==> src/rtl/fractal_sync_pkg.sv <==
// fractal_sync_pkg: shared request struct templates and index-width helper.
// Holds the default in/out request types used by the fractal sync receivers:
// the outgoing request carries one aggregation bit fewer than the incoming one.
package fractal_sync_pkg;
  localparam int unsigned FSYNC_AW  = 4;
  localparam int unsigned FSYNC_IDW = 8;
  typedef struct packed {
    logic [FSYNC_AW-1:0]  aggr;
    logic [FSYNC_IDW-1:0] id;
  } fsync_in_sig_t;
  typedef struct packed {
    logic          sync;
    fsync_in_sig_t sig;
  } fsync_in_req_t;
  typedef struct packed {
    logic [FSYNC_AW-2:0]  aggr;
    logic [FSYNC_IDW-1:0] id;
  } fsync_out_sig_t;
  typedef struct packed {
    logic           sync;
    fsync_out_sig_t sig;
  } fsync_out_req_t;
  function automatic int unsigned idx_w(input int unsigned n);
    return (n > 1) ? $clog2(n) : 1;
  endfunction
endpackage

==> src/rtl/fractal_sync_fifo.sv <==
// fractal_sync_fifo: circular storage for sync requests.
// Ports: clk_i/rst_ni clock and async active-low reset; push_i/data_i write
// the tail; pop_i retires the head; data_o shows the head. Occupancy is tracked
// by the instantiating module, which never pushes into a full FIFO without a pop.
module fractal_sync_fifo
  import fractal_sync_pkg::*;
#(
  parameter int unsigned DEPTH = 2,
  parameter type data_t = logic,
  localparam int unsigned PW = idx_w(DEPTH)
) (
  input  logic  clk_i,
  input  logic  rst_ni,
  input  logic  push_i,
  input  data_t data_i,
  input  logic  pop_i,
  output data_t data_o
);
  data_t mem_q [DEPTH];
  data_t mem_d [DEPTH];
  logic [PW-1:0] wr_q, wr_d, rd_q, rd_d;

  function automatic logic [PW-1:0] nxt(input logic [PW-1:0] v);
    return (v == PW'(DEPTH - 1)) ? '0 : v + 1'b1;
  endfunction

  // Push into a full FIFO only happens together with a pop, in which case
  // wr_q == rd_q and the new tail overwrites the slot being retired.
  always_comb begin
    mem_d = mem_q;
    if (push_i) mem_d[wr_q] = data_i;
    wr_d = push_i ? nxt(wr_q) : wr_q;
    rd_d = pop_i ? nxt(rd_q) : rd_q;
  end

  assign data_o = mem_q[rd_q];

  always_ff @(posedge clk_i or negedge rst_ni) begin
    if (!rst_ni) begin
      for (int i = 0; i < int'(DEPTH); i++) mem_q[i] <= '0;
      wr_q <= '0;
      rd_q <= '0;
    end else begin
      mem_q <= mem_d;
      wr_q  <= wr_d;
      rd_q  <= rd_d;
    end
  end
endmodule

==> src/rtl/fractal_sync_rr_arb.sv <==
// fractal_sync_rr_arb: round-robin arbiter with grant hold.
// Ports: req_i request vector; hold_i freezes the current grant for the next
// cycle (presented but not accepted); adv_i moves priority to grant+1;
// valid_o any request; idx_o granted index.
module fractal_sync_rr_arb
  import fractal_sync_pkg::*;
#(
  parameter int unsigned N = 2,
  localparam int unsigned IW = idx_w(N)
) (
  input  logic          clk_i,
  input  logic          rst_ni,
  input  logic [N-1:0]  req_i,
  input  logic          hold_i,
  input  logic          adv_i,
  output logic          valid_o,
  output logic [IW-1:0] idx_o
);
  logic [IW-1:0] ptr_q, ptr_d, idx_q, idx_d, pick;
  logic lock_q, lock_d;

  assign valid_o = |req_i;

  // Scanning from lowest priority upward lets the last hit (highest priority) win.
  always_comb begin
    pick = ptr_q;
    for (int i = int'(N) - 1; i >= 0; i--)
      if (req_i[IW'((int'(ptr_q) + i) % int'(N))]) pick = IW'((int'(ptr_q) + i) % int'(N));
    idx_o  = lock_q ? idx_q : pick;
    idx_d  = idx_o;
    lock_d = hold_i;
    ptr_d  = adv_i ? ((idx_o == IW'(N - 1)) ? '0 : idx_o + 1'b1) : ptr_q;
  end

  always_ff @(posedge clk_i or negedge rst_ni) begin
    if (!rst_ni) begin
      ptr_q  <= '0;
      idx_q  <= '0;
      lock_q <= 1'b0;
    end else begin
      ptr_q  <= ptr_d;
      idx_q  <= idx_d;
      lock_q <= lock_d;
    end
  end
endmodule

==> src/rtl/fractal_sync_mp_rx.sv <==
// fractal_sync_mp_rx: multi-port sync request receiver.
// Each port samples its request, flags local/root termination, and queues
// non-local requests (aggr shifted down one level) into a per-port FIFO.
// A round-robin arbiter presents one FIFO head on valid_o/req_o/port_o.
// Ports: req_i/sampled_req_o per-port in/sampled requests; check_propagate_o,
// local_o, root_o per-port sampled flags; error_overflow_o/clr_error_i sticky
// overflow per port; valid_o/ready_i/req_o/port_o output handshake;
// level_o per-port FIFO occupancy.
module fractal_sync_mp_rx
  import fractal_sync_pkg::*;
#(
  parameter type fsync_req_in_t  = fractal_sync_pkg::fsync_in_req_t,
  parameter type fsync_req_out_t = fractal_sync_pkg::fsync_out_req_t,
  parameter int unsigned N_PORTS    = 2,
  parameter bit          COMB_IN    = 1'b0,
  parameter int unsigned FIFO_DEPTH = 2,
  localparam int unsigned IW = idx_w(N_PORTS),
  localparam int unsigned LW = $clog2(FIFO_DEPTH + 1)
) (
  input  logic                           clk_i,
  input  logic                           rst_ni,
  input  fsync_req_in_t  [N_PORTS-1:0]   req_i,
  output fsync_req_in_t  [N_PORTS-1:0]   sampled_req_o,
  output logic           [N_PORTS-1:0]   check_propagate_o,
  output logic           [N_PORTS-1:0]   local_o,
  output logic           [N_PORTS-1:0]   root_o,
  output logic           [N_PORTS-1:0]   error_overflow_o,
  input  logic           [N_PORTS-1:0]   clr_error_i,
  output logic                           valid_o,
  input  logic                           ready_i,
  output fsync_req_out_t                 req_o,
  output logic           [IW-1:0]        port_o,
  output logic [N_PORTS-1:0][LW-1:0]     level_o
);
  localparam int AW_IN  = $bits(req_i[0].sig.aggr);
  localparam int AW_OUT = $bits(req_o.sig.aggr);

  if (N_PORTS == 0) begin : g_err_ports
    $error("N_PORTS must be at least 1");
  end
  if (FIFO_DEPTH == 0) begin : g_err_depth
    $error("FIFO_DEPTH must be at least 1");
  end
  if (AW_OUT != AW_IN - 1) begin : g_err_aggr
    $error("output aggr width must be input aggr width - 1");
  end

  logic [N_PORTS-1:0] sync_s, push, pop, accept, full, nonempty;
  fsync_req_out_t head [N_PORTS];

  for (genvar p = 0; p < N_PORTS; p++) begin : g_port
    fsync_req_out_t elem;
    logic [LW-1:0] level_q, level_d;
    logic err_q, err_d;
    if (COMB_IN) begin : g_comb
      assign sync_s[p]        = req_i[p].sync & rst_ni;
      assign sampled_req_o[p] = req_i[p];
    end else begin : g_reg
      logic sync_q, sync_d;
      fsync_req_in_t req_q, req_d;
      always_comb begin
        sync_d = req_i[p].sync;
        req_d  = req_i[p].sync ? req_i[p] : req_q;
      end
      always_ff @(posedge clk_i or negedge rst_ni) begin
        if (!rst_ni) begin
          sync_q <= 1'b0;
          req_q  <= '0;
        end else begin
          sync_q <= sync_d;
          req_q  <= req_d;
        end
      end
      assign sync_s[p]        = sync_q;
      assign sampled_req_o[p] = req_q;
    end
    assign check_propagate_o[p] = sync_s[p];
    assign local_o[p]  = sync_s[p] & sampled_req_o[p].sig.aggr[0];
    assign root_o[p]   = sync_s[p] & (sampled_req_o[p].sig.aggr == AW_IN'(1));
    assign push[p]     = sync_s[p] & ~sampled_req_o[p].sig.aggr[0];
    assign pop[p]      = valid_o & ready_i & (port_o == IW'(p));
    assign full[p]     = level_q == LW'(FIFO_DEPTH);
    assign nonempty[p] = level_q != '0;
    // A same-cycle pop frees the slot, so a push into a full FIFO still lands.
    assign accept[p]   = push[p] & (~full[p] | pop[p]);
    always_comb begin
      elem          = '0;
      elem.sync     = sampled_req_o[p].sync;
      elem.sig.aggr = sampled_req_o[p].sig.aggr[AW_IN-1:1];
      elem.sig.id   = sampled_req_o[p].sig.id;
      level_d = (accept[p] & ~pop[p]) ? level_q + 1'b1 :
                (pop[p] & ~accept[p]) ? level_q - 1'b1 : level_q;
      err_d   = (push[p] & full[p] & ~pop[p]) | (err_q & ~clr_error_i[p]);
    end
    always_ff @(posedge clk_i or negedge rst_ni) begin
      if (!rst_ni) begin
        level_q <= '0;
        err_q   <= 1'b0;
      end else begin
        level_q <= level_d;
        err_q   <= err_d;
      end
    end
    assign level_o[p]          = level_q;
    assign error_overflow_o[p] = err_q;
    fractal_sync_fifo #(
      .DEPTH  (FIFO_DEPTH),
      .data_t (fsync_req_out_t)
    ) i_fifo (
      .clk_i  (clk_i),
      .rst_ni (rst_ni),
      .push_i (accept[p]),
      .data_i (elem),
      .pop_i  (pop[p]),
      .data_o (head[p])
    );
  end

  // Holding while presented-but-not-accepted keeps req_o/port_o stable even
  // when a higher-priority port becomes non-empty in the meantime.
  fractal_sync_rr_arb #(
    .N (N_PORTS)
  ) i_arb (
    .clk_i   (clk_i),
    .rst_ni  (rst_ni),
    .req_i   (nonempty),
    .hold_i  (valid_o & ~ready_i),
    .adv_i   (valid_o & ready_i),
    .valid_o (valid_o),
    .idx_o   (port_o)
  );

  assign req_o = head[port_o];
endmodule

==> config.mk <==
export PLATFORM = sky130hd
export DESIGN_NAME = fractal_sync_mp_rx
export DESIGN_NICKNAME = d
export VERILOG_FILES = /design/src/rtl/fractal_sync_pkg.sv /design/src/rtl/fractal_sync_fifo.sv /design/src/rtl/fractal_sync_rr_arb.sv /design/src/rtl/fractal_sync_mp_rx.sv
export SDC_FILE = /design/constraint.sdc
export NUM_CORES = 1
export LEC_CHECK = 0
export CAP_MARGIN = 20
export CORE_AREA = 2 2 92 94
export CTS_CLUSTER_DIAMETER = 150
export DETAILED_ROUTE_END_ITERATION = 16
export DIE_AREA = 0 0 94 96
export HOLD_SLACK_MARGIN = 0.02
export PLACE_DENSITY = 0.83
export SLEW_MARGIN = 20
export SYNTH_ARGS = -nofsm -noshare
export SYNTH_HDL_FRONTEND = slang
export SYNTH_HIERARCHICAL = 1
export SYNTH_SLANG_ARGS = --single-unit
==> constraint.sdc <==
create_clock -name clk_i -period 2.7 [get_ports clk_i]
set_clock_uncertainty 0.2 [all_clocks]
set_input_delay 0.81 -clock clk_i [delete_from_list [all_inputs] [get_ports clk_i]]
set_output_delay 0.81 -clock clk_i [all_outputs]
set_load 0.005 [all_outputs]
* Word-level counts from Yosys, hierarchy flattened
Cells that the tools add are included.
** Operators by class
- Reductions and logical operators :: 7
- Bitwise logic cells :: 43
- Equal/unequal tests :: 4
- Order comparisons :: 9
- Add/sub/neg operators :: 10
- Muxes and demuxes :: 31
** Operator list (count)
- $mux W12 :: 11
- $bwmux W24 :: 2
- $demux W12 S1 :: 2
- $and A1 B1 Y1 :: 22
- $mux W1 :: 12
- $not A1 Y1 :: 12
- $ge A2 B2 Y1 const B :: 5
- $not A1 Y2 :: 5
- $eq A4 B1 Y1 const B :: 2
- $mux W2 :: 4
- $reduce_bool A2 Y1 :: 4
- $add A1 B1 Y1 const B :: 6
- $lt A1 B3 Y1 const B :: 2
- $add A2 B1 Y2 const B :: 2
- $eq A2 B2 Y1 const B :: 2
- $lt A2 B1 Y1 const B :: 2
- $or A1 B1 Y1 :: 4
- $sub A2 B1 Y2 const B :: 2
- $logic_and A1 B1 Y1 :: 2
- $reduce_or A2 Y1 :: 1
** Word-level totals
- Register bits :: 89
- Output and inout bits :: 52
- Word-level logic and storage cells :: 135
- Bits of input ports :: 31

* Longest topological paths before layout
- Word-level depth :: 15
- Gate-level depth with buffers :: 9
- Depth with buffers taken out :: 9

* Cells and area by module
The synthesis kept the hierarchy.
** By module, submodules not included
- fractal_sync_fifo :: area an instance 1158.6 um^2, cells an instance 69, instances 2
- fractal_sync_mp_rx :: area an instance 1555.2 um^2, cells an instance 111, instances 1
- fractal_sync_rr_arb :: area an instance 113.9 um^2, cells an instance 10, instances 1

* Worst setup path before layout
Ideal clock, no wire load.
- Path kind :: flip-flop to output port
- Start :: register i_arb.lock_q
- End :: output req_o[10] (netlist bit)
- Data arrival time :: 1.469 ns
- Stages on the path, launching flop included :: 4
- Data required time :: 1.690 ns
- Setup slack :: 0.221 ns
- Path through :: dfrtp_1 > o21ai_0 > buf_6 > mux2_2
** RTL lines
- start, declared :: line fractal_sync_rr_arb.sv:20 : logic lock_q, lock_d;
- start signal, assigned :: line fractal_sync_rr_arb.sv:43 : lock_q <= lock_d;
- end, declared :: line fractal_sync_mp_rx.sv:31 : output fsync_req_out_t req_o,

==> flow_summary.toml <==
[cts]
numCtsBuffers = 9
clock_path_buffers = 2
clock_sinks = 89
root_buffer = "clkbuf_8"
cts_tree = "done"
insertion_delay_ns = 0.36
clk_pin_slew_ns = 0.08
cts_max_level = 3
cts_hold_buf = 0

[grt]
grt_pass1_vias = 2572
grt_max_degree = 47
gr-total-overflow = 0
antenna_found_initial = 0
grt_pass1_wl_microns = 13450
grt_usage_pct = 20.00

[synthesis]
syn_avg_cell_area_sq_um = 15.39
synthTopCellsByArea = "dfrtp_1, mux2_2, mux2_4, xor2_1, buf_6"
ys.warnings.count = 6
syn_nets = 292
synth_top_family_by_area = "multiplexers"
syn-cell-area_sq_um = 3986
yosys.area_share.adder_pct = 0.6277
yosysSeqAreaShare_pct = 55.87
synthXorXnorAreaFrac_pct = 2.197
synth_cell_types = 27
synth_compound_area_share_pct = 0.7847
syn_inst = 259
yosys_register_bits = 89
synth_top_area_share_pct = 55.87
synth_area_leader_cell = "dfrtp_1"
synthMuxAreaShare_pct = 32.39
synthSimpleGateAreaFrac_pct = 4.865

[drt]
wl_per_cell_microns = 17.32
dr.max_layer_used = "met4"
drc = 0
viasPerCell = 5.169
ant_nets = 0
vias = 2507
wl_met3_microns = 328
met1Wirelength_microns = 3748
drtIter0Drc = 94
wl_microns = 8401
wl_met2_microns = 4178
drt-pass1-iter-count = 4

[power]
pwr-share-comb_pct = 49.1
p_leak_nw = 2.470
seqPwrFrac_pct = 36.1
power.switching_mw = 1.694
internal-power_mw = 4.142
switching_share_pct = 29.02
p_per_area_nw_per_um2 = 1059
vdd.ir_drop.worst_mv = 0.9524
clockPowerShare_pct = 14.8

[min_path]
holdCritPathClass = "input port to async pin"

[finish]
fillers = 549
final_cells = 485
layout-drive-gt1-share_pct = 49.74
fin_nets = 409
area_delta_synth_final_pct = 38.29
antenna_cells = 0

[setup_path]
endpoint_kind = "primary output"
worstSetupPathType = "flip-flop to primary output"
cp-start-kind = "flip-flop"
arrival_ns = 1.76
worstPathRequired_ns = 1.69
crit_fanout = 5

[sta]
max_freq_mhz = 360.9
timing.slew.headroom_pct = 78.32
hold_violations = 0
drv_slew = 0
setup_violations = 11
fin_crit_ns = 2.771
post-route-period-util_pct = 102.6
setup_slack_ns = -0.07056
grt_setup_unrepaired = "yes"
tightestPinTransition_ns = 0.3252

[placement]
dpl.cell_count = 455
gp_congestion = 0.7468
pre_cts_slack_ns = -0.1197
hpwl_microns = 5471
io_buffers = 82

[floorplanning]
core_area_sq_um = 8051
die_h_microns = 96
dieWidth_microns = 94
pin_count = 83
num_rows = 33
initial_core_util_pct = 49.51
fp.dieArea_sq_um = 9024

[status]
status = "finished, violations left"
violations = "negative setup slack"

[flow_run]
maxCapViolCount = 0
## power groups by stage
stage	Clock (mW)	Combinational [mW]	Sequential [mW]
4_1_cts	0.879	2.86	2.10
5_1_grt	0.936	3.04	2.17
6_report	0.863	2.87	2.11
3_3_place_gp	0	2.26	2.13
2_1_floorplan	0	1.38	2.05
3_5_place_dp	0	2.31	2.16
## layout by cell type, fill, tap and decap left out, types with 4 or more instances in the layout
cell type         n
buf_6            18
or2_2             4
buf_4            22
mux2_2           77
buf_12            7
clkdlybuf4s50_1  66
xor2_1            8
clkbuf_8          9
inv_1             4
dfrtp_1          87
mux2_4           31
## worst max-delay path: stages, from the launching register on
cell and delay (ns):
dfrtp_2 0.45, o21ai_4 0.23, clkbuf_16 0.20, buf_6 0.11
mux2_4 0.30, buf_6 0.12
## through the flow
step / setup TNS [ns] / hold slack, ns / power, mW / util (%) / cell area (sq um)
after floorplan: 0 / 0.2736 / 3.431 / - / 3986
after global placement: -1.576 / 0.2828 / 4.390 / 62.91 / 5065
after detailed placement: -2.313 / 0.2905 / 4.466 / 62.91 / 5065
after CTS: -0.8046 / 0.1465 / 5.835 / 68.13 / 5485
after global routing: -0.8979 / 0.1608 / 6.146 / 68.47 / 5513
final: -0.4307 / 0.1445 / 5.836 / 68.47 / 5513
## cells in the mapped netlist
| library cell | number |
|---|---|
| dfrtp_1 | 89 |
| mux2_2 | 88 |
| mux2_4 | 20 |
| xor2_1 | 8 |
| buf_4 | 6 |
| buf_6 | 5 |
| inv_1 | 5 |
| or2_2 | 5 |
| and2_1 | 3 |
| nand3b_1 | 3 |
| nor2b_4 | 3 |
| buf_2 | 2 |
| ha_1 | 2 |
| nand2_2 | 2 |
| nand2b_1 | 2 |
| nor2_1 | 2 |
| nor4b_1 | 2 |
| o22ai_1 | 2 |
| xnor2_1 | 2 |
| a21oi_1 | 1 |
| a31o_2 | 1 |
| and2b_1 | 1 |
| nand2_1 | 1 |
| nand3_1 | 1 |
| nor2b_1 | 1 |
| o21ai_0 | 1 |
| or2b_1 | 1 |
## layer usage
metal  vias to the layer above  track usage [%]
li1                       1137                -
met1                      1293            25.83
met2                        60            33.21
met3                        17            4.072
met4                         0            8.213
met5                         -                0
## sequential cells by signal, indices dropped and copies added (netlist names)
name                 flops
g_port.i_fifo/wr_q       2
g_port.g_reg.sync_q      2
g_port.err_q             2
i_arb/lock_q             1
i_arb/ptr_q              1
g_port.i_fifo/mem_q     48
i_arb/idx_q              1
g_port.i_fifo/rd_q       2
sampled_req_o           26
g_port.level_q           4
## timing repair
| action | 4_1_cts | 5_1_grt |
|---|---|---|
| pin swaps | 1 | 1 |
| resized for setup | 88 | 8 |
| hold endpoints to repair | 0 | 0 |
| endpoints found under the setup margin | 14 | 15 |
| cloned | 1 | 0 |
| setup buffers | 13 | 1 |
## final timing paths
kind / from / endpoint / slack [ns] / cells after the start
setup / recovery: i_arb/lock_q / req_o[4] / -0.07 / 5
hold / removal: rst_ni / g_port[1].level_q[0] / 0.14 / 1
setup reg to reg: g_port[0].level_q[1] / g_port[1].level_q[1] / 0.24 / 9
hold reg to reg: g_port[0].i_fifo/mem_q[17] / g_port[0].i_fifo/mem_q[17] / 0.31 / 1
max in group asynchronous: rst_ni / g_port[1].i_fifo/mem_q[2] / 1.57 / 2
min in group clk_i: g_port[0].i_fifo/mem_q[17] / g_port[0].i_fifo/mem_q[17] / 0.31 / 1
## layout make-up
type | count | area (sq um) | area share [%]
Sequential cell | 89 | 2230 | 40.44
Multi-Input combinational cell | 152 | 1699 | 30.82
Timing Repair Buffer | 119 | 1257 | 22.81
Clock buffer | 11 | 131.4 | 2.383
Tap cell | 105 | 131.4 | 2.383
Clock inverter | 4 | 45.04 | 0.8171
Inverter | 5 | 18.77 | 0.3404
## cells by family (layout without fill, tap and decap cells)
kind of cell / count (synthesis) / after routing
compound gates: 5 / 5
flops: 89 / 89
mux: 108 / 108
fa+ha+maj: 2 / 2
simple gates: 27 / 27
xor+xnor: 10 / 10
buf+inv: 18 / 139
Note: power is estimated with default switching activity, not from simulation.
